==> src/rtl/decoder64b66b_sync_pkg.sv <==
// Shared definitions for the 64b/66b block-sync decoder: sync header codes,
// lock FSM state encoding and a header classification helper.
package pkg_64b66b;

  localparam logic [1:0] SH_DATA = 2'b01;
  localparam logic [1:0] SH_CTRL = 2'b10;

  typedef enum logic [1:0] {
    ST_INIT   = 2'd0,
    ST_TEST   = 2'd1,
    ST_SLIP   = 2'd2,
    ST_LOCKED = 2'd3
  } lock_state_e;

  // Only the two transition patterns are legal sync headers.
  function automatic logic sh_is_valid(input logic [1:0] sh);
    return (sh == SH_DATA) || (sh == SH_CTRL);
  endfunction

endpackage

==> src/rtl/descrambler64b.sv <==
// Self-synchronising x^58+x^39+1 descrambler, 64 bits per enabled cycle.
// Bit 0 of din is the earliest bit on the line.
module descrambler64b (
  input  logic        clk,
  input  logic        reset,
  input  logic        en,
  input  logic [63:0] din,
  output logic [63:0] dout
);

  logic [57:0] state_q;
  logic [57:0] state_d;

  // Walk the word LSB first: each output bit uses the taps of the running
  // state, and the state then absorbs the received (scrambled) bit.
  always_comb begin
    state_d = state_q;
    dout    = '0;
    for (int i = 0; i < 64; i++) begin
      dout[i] = din[i] ^ state_d[38] ^ state_d[57];
      state_d = {state_d[56:0], din[i]};
    end
  end

  // State register advances only on words that were actually taken.
  always_ff @(posedge clk) begin
    if (reset) begin
      state_q <= '0;
    end else if (en) begin
      state_q <= state_d;
    end
  end

endmodule

==> src/rtl/decoder64b66b_sync.sv <==
// 64b/66b receive path: sync-header lock FSM with slip requests toward the
// gearbox, optional descrambling, and a one-deep registered output stage.
//
// Handshake: a word moves on any cycle where tvalid and tready are both high.
// The source must hold tvalid/tdata until taken; the output holds
// m_axis_tvalid/ttype/tdata steady while m_axis_tready is low.
module decoder64b66b_sync
  import pkg_64b66b::*;
#(
  parameter int SH_CNT_MAX = 64,
  parameter int SH_INV_MAX = 16,
  parameter int SLIP_WAIT  = 4,
  parameter int DESCRAMBLE = 1
) (
  input  logic        clk,
  input  logic        reset,
  input  logic [65:0] s_axis_tdata,
  input  logic        s_axis_tvalid,
  output logic        s_axis_tready,
  output logic [1:0]  m_axis_ttype,
  output logic [63:0] m_axis_tdata,
  output logic        m_axis_tvalid,
  input  logic        m_axis_tready,
  output logic        o_block_lock,
  output logic        o_slip,
  output lock_state_e dbg_state
);

  localparam int CW = $clog2(SH_CNT_MAX + 1);
  localparam int WW = (SLIP_WAIT > 0) ? $clog2(SLIP_WAIT + 1) : 1;
  localparam logic [CW-1:0] CNT_MAX   = CW'(SH_CNT_MAX);
  localparam logic [CW-1:0] INV_MAX   = CW'(SH_INV_MAX);
  localparam logic [WW-1:0] WAIT_LAST = WW'((SLIP_WAIT > 0) ? SLIP_WAIT - 1 : 0);

  lock_state_e   state;
  logic [CW-1:0] sh_cnt;
  logic [CW-1:0] sh_inv_cnt;
  logic [WW-1:0] slip_cnt;

  logic          accept;
  logic [1:0]    hdr;
  logic          hdr_ok;
  logic [CW-1:0] cnt_inc;
  logic [CW-1:0] inv_inc;
  logic [63:0]   dscr_out;
  logic [63:0]   payload;

  // Input is taken whenever the output register is free or draining; held
  // high through reset so upstream never sees a stall there.
  assign s_axis_tready = reset || !m_axis_tvalid || m_axis_tready;
  assign accept        = s_axis_tvalid && s_axis_tready;
  assign hdr           = s_axis_tdata[1:0];
  assign hdr_ok        = sh_is_valid(hdr);
  assign cnt_inc       = sh_cnt + CW'(1);
  assign inv_inc       = sh_inv_cnt + CW'(hdr_ok ? 0 : 1);
  assign payload       = (DESCRAMBLE != 0) ? dscr_out : s_axis_tdata[65:2];
  assign dbg_state     = state;

  // Descrambler sees every accepted word so it stays synchronised while unlocked.
  descrambler64b u_descrambler (
    .clk   (clk),
    .reset (reset),
    .en    (accept && (DESCRAMBLE != 0)),
    .din   (s_axis_tdata[65:2]),
    .dout  (dscr_out)
  );

  // Lock FSM, header counters and the registered output stage.
  always_ff @(posedge clk) begin
    if (reset) begin
      state         <= ST_INIT;
      sh_cnt        <= '0;
      sh_inv_cnt    <= '0;
      slip_cnt      <= '0;
      o_block_lock  <= 1'b0;
      o_slip        <= 1'b0;
      m_axis_tvalid <= 1'b0;
      m_axis_ttype  <= '0;
      m_axis_tdata  <= '0;
    end else begin
      o_slip <= 1'b0;
      if (m_axis_tready) begin
        m_axis_tvalid <= 1'b0;
      end

      case (state)
        ST_INIT: begin
          sh_cnt     <= '0;
          sh_inv_cnt <= '0;
          slip_cnt   <= '0;
          state      <= ST_TEST;
        end

        ST_TEST: begin
          if (accept) begin
            if (!hdr_ok) begin
              state    <= ST_SLIP;
              o_slip   <= 1'b1;
              slip_cnt <= '0;
            end else if (cnt_inc == CNT_MAX) begin
              state        <= ST_LOCKED;
              o_block_lock <= 1'b1;
              sh_cnt       <= '0;
              sh_inv_cnt   <= '0;
            end else begin
              sh_cnt <= cnt_inc;
            end
          end
        end

        ST_SLIP: begin
          if (SLIP_WAIT == 0) begin
            state <= ST_INIT;
          end else if (accept) begin
            if (slip_cnt == WAIT_LAST) begin
              state <= ST_INIT;
            end else begin
              slip_cnt <= slip_cnt + WW'(1);
            end
          end
        end

        ST_LOCKED: begin
          if (accept) begin
            if (inv_inc == INV_MAX) begin
              // Too many bad headers: the triggering word is dropped.
              state        <= ST_SLIP;
              o_block_lock <= 1'b0;
              o_slip       <= 1'b1;
              slip_cnt     <= '0;
              sh_cnt       <= '0;
              sh_inv_cnt   <= '0;
            end else begin
              m_axis_tvalid <= 1'b1;
              m_axis_ttype  <= hdr;
              m_axis_tdata  <= payload;
              if (cnt_inc == CNT_MAX) begin
                sh_cnt     <= '0;
                sh_inv_cnt <= '0;
              end else begin
                sh_cnt     <= cnt_inc;
                sh_inv_cnt <= inv_inc;
              end
            end
          end
        end

        default: state <= ST_INIT;
      endcase
    end
  end

endmodule

==> config.mk <==
export PLATFORM = sky130hd
export DESIGN_NAME = decoder64b66b_sync
export DESIGN_NICKNAME = d
export VERILOG_FILES = /design/src/rtl/decoder64b66b_sync_pkg.sv /design/src/rtl/descrambler64b.sv /design/src/rtl/decoder64b66b_sync.sv
export SDC_FILE = /design/constraint.sdc
export NUM_CORES = 1
export LEC_CHECK = 0
export BUFFER_PORTS_ARGS = -buffer_cell sky130_fd_sc_hd__buf_2
export CORE_MARGIN = 2
export CORE_UTILIZATION = 40
export DETAILED_ROUTE_END_ITERATION = 10
export GPL_TIMING_DRIVEN = 0
export SYNTH_ARGS = -nofsm -noshare
export SYNTH_HDL_FRONTEND = slang
export SYNTH_SLANG_ARGS = --single-unit
==> constraint.sdc <==
create_clock -name clk -period 3.23 [get_ports clk]
set_input_delay 0.646 -clock clk [delete_from_list [all_inputs] [get_ports clk]]
set_output_delay 0.646 -clock clk [all_outputs]
set_load 0.02 [all_outputs]
== Word level (Yosys, flattened, before mapping) ==
Cells that the tools add are included.

* Register bits after elaboration: 146
* Input port bits: 70

* Bitwise operators: 129
* Muxes and demuxes: 44
* Eq/ne operators: 18
* Reductions and logical operators: 14
* Add/subtract/negate cells: 3

{| class="wikitable"
|+ Operators with widths
! operator !! count
|-
| $xor A1 B1 Y1 || 128
|-
| $mux W7 || 11
|-
| $pmux W7 S3 || 2
|-
| $mux W3 || 6
|-
| $ne A2 B2 Y1 const B || 9
|-
| $reduce_and A6 Y1 || 3
|-
| $mux W1 || 14
|-
| $mux W2 || 7
|-
| $pmux W3 S4 || 1
|-
| $pmux W2 S4 || 1
|-
| $add A7 B1 Y7 || 1
|-
| $add A7 B1 Y7 const B || 1
|-
| $eq A7 B5 Y1 const B || 1
|-
| $eq A7 B7 Y1 const B || 1
|-
| $eq A2 B2 Y1 const B || 3
|-
| $reduce_and A5 Y1 || 1
|-
| $eq A2 B1 Y1 const B || 2
|-
| $pmux W1 S2 || 2
|-
| $reduce_and A4 Y1 || 1
|-
| $add A3 B1 Y3 const B || 1
|-
| $eq A3 B2 Y1 const B || 1
|-
| $logic_or A1 B1 Y1 || 3
|-
| $ne A3 B3 Y1 const B || 1
|-
| $reduce_and A3 Y1 || 1
|-
| other kinds (6) || 6
|}

== Depth between registers and ports, before layout ==
Gate-level depths: netlist of the first run.

* Depth after elaboration: 8
* Mapped depth: 11
* Gate-level depth less buffers: 9

== Cells and area by module ==
A second synthesis of the first run with hierarchy kept.

* Cells, all modules: 784
* Area total of the unflattened synthesis: 6847.8 sq um

{| class="wikitable"
|+ Modules (own cells, without submodules)
! module !! times used !! cells each !! area an instance (sq um)
|-
| decoder64b66b_sync || 1 || 469 || 3658.5
|-
| descrambler64b || 1 || 315 || 3189.3
|}

== Least setup slack after synthesis of the first run ==
Ideal clock, no wire load.

* Path kind: input to register
* From: input s_axis_tdata[1]
* To: register m_axis_tdata[10]
* Path buffers: 2
* Stages on the path: 11
* Slack: 0.412 ns
* Arrival time: 2.691 ns
* Setup time: 0.128 ns
* Required time: 3.102 ns
* Path through: xor2_1 inv_1 ha_1 and4_1 a21boi_0 a211oi_2 a211oi_4 buf_6 buf_6 mux2i_1 nor2_1

* Longest elaborated chain between the ends: 7
* Elaborated cells on any way between the ends: 8
* Classes of those cells: 1 x add/sub; 3 x eq/ne; 1 x mux; 1 x bitwise; 2 x reduce/logical

{| class="wikitable"
|+ RTL lines
! item !! RTL line !! source
|-
| start, declared || decoder64b66b_sync.sv:17 || <nowiki>input logic [65:0] s_axis_tdata,</nowiki>
|-
| $eq A2 B1 Y1 or $eq A2 B2 Y1 (tied branches) || decoder64b66b_sync_pkg.sv:17 || <nowiki>return (sh == SH_DATA) || (sh == SH_CTRL);</nowiki>
|-
| $logic_or A1 B1 Y1 * || decoder64b66b_sync_pkg.sv:17 ||
|-
| $mux W1 * || decoder64b66b_sync.sv:55 || <nowiki>assign inv_inc = sh_inv_cnt + CW'(hdr_ok ? 0 : 1);</nowiki>
|-
| $add A7 B1 Y7 * || decoder64b66b_sync.sv:55 ||
|-
| $eq A7 B5 Y1 * || decoder64b66b_sync.sv:125 || <nowiki>if (inv_inc == INV_MAX) begin</nowiki>
|-
| $not A1 Y1 (no line) * || -- ||
|-
| $reduce_and A3 Y1 (no line) * || -- ||
|-
| end signal, assigned || decoder64b66b_sync.sv:136 || <nowiki>m_axis_tdata <= payload;</nowiki>
|-
| end, declared || decoder64b66b_sync.sv:21 || <nowiki>output logic [63:0] m_axis_tdata,</nowiki>
|}

Every way passes the cells marked *; elsewhere a longest branch is shown, timed or not.
A chain may end at the register's enable or synchronous reset.

== Worst setup path in the final report of the first run ==
* From: input s_axis_tdata[1]
* To: register m_axis_tdata[15]

The elaborated chain is that of the path after synthesis.

==> results by group, run 1 <==
Outcome
  • Outcome: finished clean

Clocking
  • Post-CTS Resized: 0
  • Hold Buf Count CTS: 0
  • Setup Fix Bufs, Post-CTS: 0
  • Skew-Pair Late Insertion Delay: 440 ps
  • CTS Buf Count: 17
  • Clk slew on worst S/H paths: 60 ps
  • Longest Clk Path Bufs: 2
  • CTS H-tree lvls: 4
  • CTS sink count: 146
  • Clock root buffer: clkbuf_16
  • CTS tree: done

Worst setup path
  • Crit path kind: input pin to flop
  • CP Cell Sequence: buf_2 > xor2_1 > inv_1 > ha_1 > and4_1 > a21boi_0 > a211oi_2 > a211oi_4 > buf_6 > buf_6 > mux2i_1 > nor2_1
  • Crit path required time: 3540 ps
  • CP peak stage delay: 380 ps
  • Reg2reg end: m_axis_tdata[15]$_SDFFE_PP0P_
  • Crit path arrival time: 3320 ps
  • Critical path endpoint category: flop
  • Reg2Reg Setup Slack: 690 ps
  • R2R cell count: 9
  • CP dominant cell by count: buf_6
  • CP Launch Type: input pin
  • Critical path fanouts, max: 10
  • Slowest library cell on the worst path: xor2_1
  • FF-to-FF Start: sh_inv_cnt[0]$_SDFFE_PP0P_

Hold path
  • Min-delay src: u_descrambler.state_q[39]$_SDFFE_PP0P_
  • HP Class: flop to flop
  • Hold path depth: 2
  • Worst Hold Endpoint: u_descrambler.state_q[39]$_SDFFE_PP0P_

Place
  • Gpl congestion: 0.8256
  • PortBufs: 141
  • Dpl ws: -164.6 ps
  • HPWL Detailed: 14.97 mm

Power and ir drop
  • PD cells: 552.4 nW/um^2
  • Peak supply drop: 0.4184 mV
  • Switching share of power: 0.2669
  • Reg power frac: 0.421
  • Sw power: 1.225 mW
  • Combinational group share of total power: 0.138
  • Power share of the clock group: 0.442
  • P_int: 3.364 mW
  • Lkg Pwr: 3.183 nW

Logic synthesis
  • Synth Register Bits: 146
  • Async SR Flop Fraction: 0
  • Synth cell types: 47
  • Adder-cell share of the synthesized area: 0.009311
  • Yosys warns: 0
  • Seq/Total Area, Yosys: 0.4350
  • Synthesized instance count: 759
  • Avg Inst Size Synth: 8.852 sq um
  • Simple-gate portion of the synthesized area: 0.1583
  • Main flop type after synthesis: dfxtp_1
  • Post-synth EDFFs: 0
  • Synth Cell Area: 6719 sq um
  • Post-synthesis compound-gate area fraction: 0.09423
  • Post-Synth XOR/XNOR Area: 0.1695
  • Largest family of logic cells by synthesized area: XOR/XNOR gates
  • Mux cell area share after synthesis: 0.09981
  • Net Count, Synth: 834

Drt
  • # DRC: 0
  • Via density: 5.005
  • Average wire per standard cell: 17.54 um
  • Drt total wl: 20.23 mm
  • Antenna Nets Post-Route: 0
  • Drt pass-1 iters: 7
  • DR vias: 5771
  • Initial DRC count: 357

Die
  • I/O pin cnt: 142
  • Die height: 133.6 um
  • Starting density of the core: 0.4066
  • Die area: 17850 sq um
  • Core area: 16520 sq um
  • Site row count: 47
  • Die Width: 133.6 um

Finish
  • Layout Nets: 994
  • Layout cells sized above 1: 0.2049
  • Commonest non-fill, non-tap cell in the layout: dfxtp_1
  • Area growth, synth to finish: 23.61%
  • Most frequent cells in the layout: dfxtp_1, buf_2, nand2_1, xnor2_1, nor2_1

Timing
  • Achievable Freq: 0.3314 GHz
  • Layout Skew: 8.398 ps
  • Worst slew margin: 0.4514
  • Setup TNS: 0 ps
  • Crit path setup slack, layout: 212.6 ps
  • Final Hold Fails: 0
  • Tcrit/Tclk final: 0.9342
  • RSZ-0062 raised after global routing: no
  • Slew at the pin with the worst max-slew slack: 816.7 ps
  • Fin crit period: 3017 ps
  • Count of final setup violators: 0
  • Final Max Slew Viols: 0

Global route
  • Largest net degree at the start of global routing: 17
  • Initial antenna violation count: 1
  • First-pass GRT wire length: 30.99 mm
  • Grt total ovfl: 0
  • Global Route Usage Sum: 0.2323
  • Via count of the first global-routing pass: 5499

Run
  • Maxcap violations: 0
==> synth_stat cells (2+ instances only) <==
cell      count  share of area
nor2_1       76          0.042
or4_1         2         0.0022
o211ai_1      4         0.0045
buf_2         2         0.0015
ha_1          5         0.0093
nand3b_1      3         0.0034
clkbuf_1     34          0.019
dfxtp_1     146           0.44
nand3_1      10         0.0074
a21oi_1      72          0.054
and2_1        2         0.0019
buf_4         3         0.0034
nor3_1        4         0.0030
buf_6         4         0.0067
xnor2_1     129           0.17
nand2_1     138          0.077
a31oi_1       8         0.0074
a211oi_1      2         0.0022
nand4_1       3         0.0028
a21boi_0      2         0.0022
a311oi_1      2         0.0026
nand2b_1      2         0.0019
or2_2         3         0.0028
o21ai_0       7         0.0052
inv_1         6         0.0034
and3_1        3         0.0028
mux2i_1      67           0.10
==> per-stage QoR <==
stage               hold slack, ps  std cells  utilization  total power [mW]  area, sq um
floorplan                    448.8        759            -             2.368         6719
global placement             454.6       1120       0.4660             2.595         7700
detailed placement           462.4       1120       0.4660             2.599         7700
CTS                          465.6       1152       0.5025             4.608         8303
global route                 475.4       1152       0.5025             4.752         8303
finish                       469.1       1153       0.5026             4.588         8305
==> flip-flops by register name, summed over array words and instances (netlist names) <==
name	cells
m_axis_tdata	64
slip_cnt	3
sh_inv_cnt	7
o_block_lock	1
m_axis_tvalid	1
sh_cnt	7
u_descrambler.state_q	58
m_axis_ttype	2
dbg_state	2
o_slip	1
==> area by class of cell <==
cell class                      count  area, sq um
Antenna cell                        1        2.502
Tap cell                          220        275.3
Inverter                            6        22.52
Clock inverter                     14        163.9
Timing Repair Buffer              141        705.7
Multi-Input combinational cell    564         3568
Sequential cell                   146         2923
Clock buffer                       18        439.2
Fill cell                        1652         8219
Buffer                             43        205.2
==> power by group through the flow <==
stage	registers, mW	logic [mW]	clock network (mW)
floorplan	1.99	0.379	0
global placement	1.97	0.627	0
detailed placement	1.97	0.630	0
CTS	1.93	0.633	2.04
global route	1.94	0.688	2.13
finish	1.93	0.631	2.03
==> worst max-delay path by stage <==
stage	start	endpoint	slack, ps	cells past startpoint
2_1_floorplan	s_axis_tdata[1]	m_axis_tdata[10]$_SDFFE_PP0P_	410	11
3_3_place_gp	s_axis_tdata[1]	m_axis_tdata[16]$_SDFFE_PP0P_	-160	12
3_5_place_dp	s_axis_tdata[1]	m_axis_tdata[24]$_SDFFE_PP0P_	-160	12
4_1_cts	s_axis_tdata[1]	m_axis_tdata[15]$_SDFFE_PP0P_	250	12
5_1_grt	s_axis_tdata[1]	m_axis_tdata[24]$_SDFFE_PP0P_	50	12
6_report	s_axis_tdata[1]	m_axis_tdata[15]$_SDFFE_PP0P_	210	12
==> per-layer routing <==
metal | GRT usage | vias up | routed length [um]
met5 | 0 | - | 0
met4 | 0.07270 | 0 | 335
met3 | 0.05099 | 30 | 1242
met2 | 0.3726 | 191 | 9212
met1 | 0.3131 | 2709 | 9438
li1 | - | 2841 | -
==> cells by family (layout without fill, tap and decap cells) <==
family / after synthesis / in the layout
simple gates: 254 / 254
flops: 146 / 146
xor+xnor: 130 / 130
compound gates: 108 / 108
mux: 67 / 67
buf+inv: 49 / 222
fa+ha+maj: 5 / 5
other cells: 0 / 1
==> worst max-delay path, delay by kind of cell <==
kind	cells	cell delay [ps]
AO/OA/AOI/OAI	3	790
buffers and inverters	4	710
XOR/XNOR	1	380
AND/OR/NAND/NOR	2	290
adder cells (fa/ha/maj)	1	250
multiplexers	1	240
No activity file was read; power rests on OpenSTA's default activity.
==> run 2: changes to the inputs <==
==> constraint.sdc (replaced) <==
create_clock -name clk -period 3.23 [get_ports clk]
set_input_delay 0.646 -clock clk [delete_from_list [all_inputs] [get_ports clk]]
set_output_delay 0.646 -clock clk [all_outputs]
set_load 0.1 [all_outputs]
==> run 2 against run 1 <==
Effect of this change: non-clock buffer count did not move; critical path depth unchanged; design area increased by 0.33%; sequential cell count did not move; clock power rose by 2%; fmax grew 3.5%; worst setup slack improved by 100 ps; combinational power is 25% higher; wire length down 0.16%; largest power group unchanged; first-iteration DRC count up 15%; power rose by 4.5%.
==> results by group, run 2 (synthesized netlist as in run 1, its figures left out) <==
Place
  • PortBufs: 141 (unchanged)
  • Placed cell count: 1120 (unchanged)
  • Gpl congestion: 0.8521 (+3.2%)
  • HPWL Detailed: 14.87 mm (-0.70%)

Timing
  • Tcrit/Tclk final: 0.9024 (-0.03174)
  • RSZ-0062 raised after global routing: no
  • Slew at the pin with the worst max-slew slack: 811.0 ps (-5.713 ps)
  • Final Hold Fails: 0 (unchanged)
  • Count of final setup violators: 0 (unchanged)
  • Setup TNS: 0 ps (unchanged)
  • Worst slew margin: 0.4552 (+0.003838)
  • Final Max Slew Viols: 0 (unchanged)
  • Achievable Freq: 0.3431 GHz (+3.5%)
  • Layout Skew: 7.605 ps (-0.7932 ps)
  • Fin crit period: 2915 ps (-102.5 ps)

Worst setup path
  • Critical path fanouts, max: 10 (unchanged)
  • Slowest library cell on the worst path: a211oi_4
  • R2R cell count: 9 (unchanged)
  • Crit path kind: input pin to flop
  • Crit path arrival time: 3210 ps (-110 ps)
  • CP Launch Type: input pin
  • Critical path endpoint category: flop
  • CP peak stage delay: 380 ps (about the same)
  • CP Cell Sequence: buf_2 > xor2_2 > inv_1 > ha_1 > and4_1 > a21boi_0 > a211oi_2 > a211oi_4 > buf_6 > buf_6 > mux2i_1 > nor2_1
  • Reg2Reg Setup Slack: 710 ps (+20 ps)
  • Crit path required time: 3530 ps (about the same)
  • CP dominant cell by count: buf_6

Finish
  • Layout cells sized above 1: 0.2060 (+0.001073)
  • Largest register by flop count: m_axis_tdata
  • Largest regs: m_axis_tdata x64, u_descrambler.state_q x58
  • Layout Nets: 994 (unchanged)
  • Largest register FFs: 64 (unchanged)
  • Final core utilization: 0.5043 (+0.001666)
  • Most frequent cells in the layout: dfxtp_1, buf_2, nand2_1, xnor2_1, nor2_1
  • Area growth, synth to finish: 24.02%
  • Fin cells: 1152 (-0.087%)
  • Diodes inserted: 0 (-1)
  • Commonest non-fill, non-tap cell in the layout: dfxtp_1

Clocking
  • Longest Clk Path Bufs: 2 (unchanged)
  • CTS H-tree lvls: 4 (unchanged)
  • CTS Buf Count: 17 (unchanged)
  • Clk slew on worst S/H paths: 60 ps (about the same)
  • Clock root buffer: clkbuf_16
  • CTS tree: done
  • Skew-Pair Late Insertion Delay: 430 ps (about the same)
  • CTS sink count: 146 (unchanged)

Die
  • Site row count: 47 (unchanged)
  • Die Width: 133.6 um (unchanged)
  • Die height: 133.6 um (unchanged)
  • Starting density of the core: 0.4066 (unchanged)
  • Core area: 16520 sq um (unchanged)
  • I/O pin cnt: 142 (unchanged)
  • Die area: 17850 sq um (unchanged)

Power and ir drop
  • Peak supply drop: 0.4297 mV (+2.7%)
  • Lkg Pwr: 3.205 nW (+0.67%)
  • PD cells: 575.5 nW/um^2 (+4.2%)

Drt
  • Antenna Nets Post-Route: 0 (unchanged)
  • # DRC: 0 (unchanged)
  • Via density: 4.957 (-0.97%)
  • Drt pass-1 iters: 6 (-1)
  • Drt total wl: 20.20 mm (-0.16%)
  • Initial DRC count: 412 (+15%)
  • Average wire per standard cell: 17.53 um (about the same)
  • DR vias: 5710 (-1.1%)

Global route
  • Initial antenna violation count: 2 (+1)
  • Grt total ovfl: 0 (unchanged)
  • Largest net degree at the start of global routing: 17 (unchanged)
  • First-pass GRT wire length: 30.17 mm (-2.7%)
  • Via count of the first global-routing pass: 5256 (-4.4%)
  • Global Route Usage Sum: 0.2282 (-0.004120)

Run
  • Maxcap violations: 0 (unchanged)

Hold path
  • Hold path depth: 2 (unchanged)
  • HP Class: flop to flop

Outcome
  • Outcome: finished clean
-- run 2: final cells by class --
type                    count  area [sq um]
fillers                  1660          8192
multi-input cells         564          3576
flip-flops and latches    146          2923
repair buffers            141         705.7
clock buffers              23         498.0
well taps                 220         275.3
plain buffers              43         206.4
clock inverters             9         126.4
inverters                   6         22.52
-- run 2: metal layers --
layer | vias up | global-route usage | part of all wire
met5 | - | 0 | 0
met2 | 204 | 0.3600 | 0.45
met3 | 27 | 0.05137 | 0.075
li1 | 2837 | - | -
met4 | 0 | 0.06206 | 0.012
met1 | 2642 | 0.3153 | 0.46
-- run 2: worst max-delay path: cells and delay by family --
kind            cells  cell delay [ps]
compound gates      3              800
simple gates        2              290
mux                 1              230
fa+ha+maj           1              240
buf+inv             4              700
xor+xnor            1              290
-- run 2: where the power goes --
part	leakage (nW)	total, mW	switching (mW)	internal, mW
clock	0.309	2.07	0.760	1.31
sequential	1.19	1.93	0.0609	1.87
combinational	1.71	0.790	0.525	0.265
total	3.20	4.80	1.35	3.45
-- run 2: what timing repair did --
action,in CTS,in global routing
hold endpoints to repair,0,0
hold buffers,0,0
setup buffers,0,0
setup endpoints to repair,0,17
gates resized for setup,0,1
-- run 2: path summary, 6_finish.rpt --
| path | start | endpoint |
|---|---|---|
| worst max-delay path | s_axis_tdata[1] | m_axis_tdata[25]$_SDFFE_PP0P_ |
| worst min register to register | u_descrambler.state_q[57]$_SDFFE_PP0P_ | u_descrambler.state_q[57]$_SDFFE_PP0P_ |
| worst min-delay path | u_descrambler.state_q[57]$_SDFFE_PP0P_ | u_descrambler.state_q[57]$_SDFFE_PP0P_ |
| worst max register to register | sh_inv_cnt[0]$_SDFFE_PP0P_ | m_axis_tdata[25]$_SDFFE_PP0P_ |
-- run 2: metrics by stage --
stage / power, mW / hold slack (ps) / setup WS (ps) / cell area (sq um)
2_1_floorplan: 2.527 / 448.8 / 201.9 / 6720
3_3_place_gp: 2.755 / 454.1 / -187.6 / 7701
3_5_place_dp: 2.758 / 460.8 / -214.0 / 7701
4_1_cts: 4.825 / 463.6 / 211.0 / 8325
5_1_grt: 4.969 / 476.2 / 126.6 / 8333
6_report: 4.795 / 466.7 / 315.1 / 8333
==> run 3: changes to the inputs <==
--- a/config.mk
+++ b/config.mk
@@ -6,10 +6,13 @@
 export NUM_CORES = 1
 export LEC_CHECK = 0
 export BUFFER_PORTS_ARGS = -buffer_cell sky130_fd_sc_hd__buf_2
+export CELL_PAD_IN_SITES_DETAIL_PLACEMENT = 2
+export CELL_PAD_IN_SITES_GLOBAL_PLACEMENT = 2
 export CORE_MARGIN = 2
-export CORE_UTILIZATION = 40
+export CORE_UTILIZATION = 33
 export DETAILED_ROUTE_END_ITERATION = 10
 export GPL_TIMING_DRIVEN = 0
+export PLACE_DENSITY_LB_ADDON = 0.1
 export SYNTH_ARGS = -nofsm -noshare
 export SYNTH_HDL_FRONTEND = slang
 export SYNTH_SLANG_ARGS = --single-unit
==> run 3 against run 2 <==
Effect of this change: sequential cell count did not move; power rose by 2.2%; sequential power barely moved; critical path type unchanged; worst hold slack improved by 7.4 ps.
==> results by group, run 3 (synthesized netlist as in run 1, its figures left out) <==
Drt
  • Via density: 4.943 (-0.27%)
  • Average wire per standard cell: 21.16 um (+21%)
  • Initial DRC count: 224 (-46%)
  • Drt total wl: 25.44 mm (+26%)
  • Antenna Nets Post-Route: 0 (unchanged)
  • DR vias: 5942 (+4.1%)
  • Drt pass-1 iters: 4 (-2)
  • # DRC: 0 (unchanged)

Clocking
  • CTS H-tree lvls: 4 (unchanged)
  • CTS Buf Count: 17 (unchanged)
  • Clock root buffer: clkbuf_16
  • CTS sink count: 146 (unchanged)
  • Longest Clk Path Bufs: 2 (unchanged)
  • CTS tree: done
  • Skew-Pair Late Insertion Delay: 430 ps (about the same)
  • Clk slew on worst S/H paths: 60 ps (about the same)

Timing
  • Layout Skew: 9.497 ps (+1.892 ps)
  • Fin crit period: 2940 ps (+25.49 ps)
  • Count of final setup violators: 0 (unchanged)
  • Tcrit/Tclk final: 0.9103 (+0.007890)
  • RSZ-0062 raised after global routing: no
  • Final Max Slew Viols: 0 (unchanged)
  • Worst slew margin: 0.4411 (-0.01414)
  • Final Hold Fails: 0 (unchanged)
  • Setup TNS: 0 ps (unchanged)
  • Slew at the pin with the worst max-slew slack: 832.0 ps (+21.05 ps)
  • Achievable Freq: 0.3401 GHz (-0.87%)

Global route
  • Initial antenna violation count: 0 (-2)
  • Largest net degree at the start of global routing: 17 (unchanged)
  • Global Route Usage Sum: 0.2419 (+0.01372)
  • Via count of the first global-routing pass: 6585 (+25%)
  • First-pass GRT wire length: 39.18 mm (+30%)
  • Grt total ovfl: 0 (unchanged)

Worst setup path
  • CP dominant cell by count: buf_6
  • Crit path arrival time: 3230 ps (+20 ps)
  • Crit path required time: 3520 ps (about the same)
  • CP Launch Type: input pin
  • Critical path fanouts, max: 10 (unchanged)
  • R2R cell count: 9 (unchanged)
  • CP peak stage delay: 360 ps (-20 ps)
  • Crit path kind: input pin to flop
  • Slowest library cell on the worst path: a211oi_4
  • Reg2reg end: m_axis_tdata[32]$_SDFFE_PP0P_
  • Largest delay share family, worst path: compound AO/OA/AOI/OAI gates
  • CP Cell Sequence: buf_2 > xor2_2 > inv_1 > ha_1 > and4_1 > a21boi_1 > a211oi_2 > a211oi_4 > buf_6 > buf_6 > mux2i_1 > nor2_1
  • Reg2Reg Setup Slack: 570 ps (-140 ps)
  • Worst Path Buf+Inv: 4 (unchanged)
  • FF-to-FF Start: sh_inv_cnt[0]$_SDFFE_PP0P_
  • Critical path endpoint category: flop

Power and ir drop
  • Combinational group share of total power: 0.167 (+0.002)
  • Peak supply drop: 0.3461 mV (-19%)
  • P_int: 3.450 mW (about the same)
  • Lkg Pwr: 3.186 nW (-0.59%)
  • Tot Pwr: 4.900 mW (+2.2%)
  • Switching share of power: 0.2960 (+0.01519)
  • Reg power frac: 0.395 (-0.008)
  • PD cells: 583.5 nW/um^2 (+1.4%)
  • Power share of the clock group: 0.438 (+0.006)
  • Sw power: 1.450 mW (+7.7%)

Die
  • Starting density of the core: 0.3342 (-0.07240)
  • Die area: 21520 sq um (+21%)
  • Die Width: 146.7 um (+9.8%)
  • Die height: 146.7 um (+9.8%)
  • Core area: 20100 sq um (+22%)
  • Site row count: 52 (+11%)
  • I/O pin cnt: 142 (unchanged)

Finish
  • Commonest non-fill, non-tap cell in the layout: dfxtp_1
  • Final instance area: 8398 sq um (+0.78%)
  • Layout Nets: 994 (unchanged)
  • Layout cells sized above 1: 0.2049 (-0.001073)
  • Largest register FFs: 64 (unchanged)
  • FILL cells: 2240 (+35%)
  • Area growth, synth to finish: 24.99%
  • Largest register by flop count: m_axis_tdata
  • Diodes inserted: 0 (unchanged)
  • Most frequent cells in the layout: dfxtp_1, buf_2, nand2_1, xnor2_1, nor2_1
  • Largest regs: m_axis_tdata x64, u_descrambler.state_q x58
  • Fin cells: 1202 (+4.3%)
  • Final core utilization: 0.4177 (-0.08655)

Place
  • Gpl congestion: 0.8311 (-2.5%)
  • Placed Area: 7764 sq um (+0.81%)
  • HPWL Detailed: 19.04 mm (+28%)
  • PortBufs: 141 (unchanged)
  • Placed cell count: 1170 (+4.5%)

Hold path
  • Hold path depth: 2 (unchanged)
  • Worst Hold Endpoint: u_descrambler.state_q[40]$_SDFFE_PP0P_
  • HP Class: flop to flop
  • Min-delay src: u_descrambler.state_q[40]$_SDFFE_PP0P_

Outcome
  • Outcome: finished clean

Run
  • Maxcap violations: 0 (unchanged)
## run 3: worst min-delay path, stage by stage, from the launching register on
cell and delay [ps]:
dfxtp_1 320, nand2_1 60, a21oi_1 50
## run 3: final cells by class
class,count,area (sq um),area share
multi-input cells,564,3576,0.4258
repair buffers,141,705.7,0.08403
plain buffers,43,206.4,0.02458
clock inverters,12,180.2,0.02145
clock buffers,20,446.7,0.05319
flip-flops and latches,146,2923,0.3480
inverters,6,22.52,0.002682
well taps,270,337.8,0.04023
## run 3: repair_timing
| action | CTS | global route |
|---|---|---|
| hold buffers | 0 | 0 |
| buffers inserted | 0 | 0 |
| setup endpoints to repair | 0 | 63 |
| gates resized for setup | 0 | 2 |
## run 3: layer usage
| metal | routed length (um) | track usage |
|---|---|---|
| met5 | 0 | 0 |
| met4 | 401 | 0.07039 |
| met3 | 948 | 0.03447 |
| met2 | 13190 | 0.4469 |
| met1 | 10900 | 0.2912 |
## run 3: per-stage QoR
| step | setup slack (ps) | hold slack, ps |
|---|---|---|
| floorplan | 201.9 | 448.8 |
| global placement | -278.9 | 456.1 |
| detailed placement | -365.4 | 465.0 |
| CTS | 36.30 | 462.6 |
| global route | 42.82 | 478.6 |
| finish | 289.6 | 474.1 |
## run 3: how the worst max path moves through the flow
| stage | start | end | depth (start not counted) |
|---|---|---|---|
| after floorplan | m_axis_tvalid$_SDFF_PP0_ | m_axis_tdata[10]$_SDFFE_PP0P_ | 9 |
| after global placement | s_axis_tdata[1] | m_axis_tdata[26]$_SDFFE_PP0P_ | 12 |
| after detailed placement | s_axis_tdata[1] | m_axis_tdata[33]$_SDFFE_PP0P_ | 12 |
| after CTS | s_axis_tdata[1] | m_axis_tdata[33]$_SDFFE_PP0P_ | 12 |
| after global routing | s_axis_tdata[1] | sh_cnt[3]$_SDFFE_PP0P_ | 11 |
| final | s_axis_tdata[1] | m_axis_tdata[32]$_SDFFE_PP0P_ | 12 |
## run 3: power groups by stage
stage                     Clock [mW]  Sequential (mW)  Combinational, mW
after detailed placement           0             1.98              0.814
after floorplan                    0             2.15              0.380
after CTS                       2.18             1.94              0.823
after global routing            2.27             1.94              0.874
after global placement             0             1.97              0.793
final                           2.15             1.94              0.817
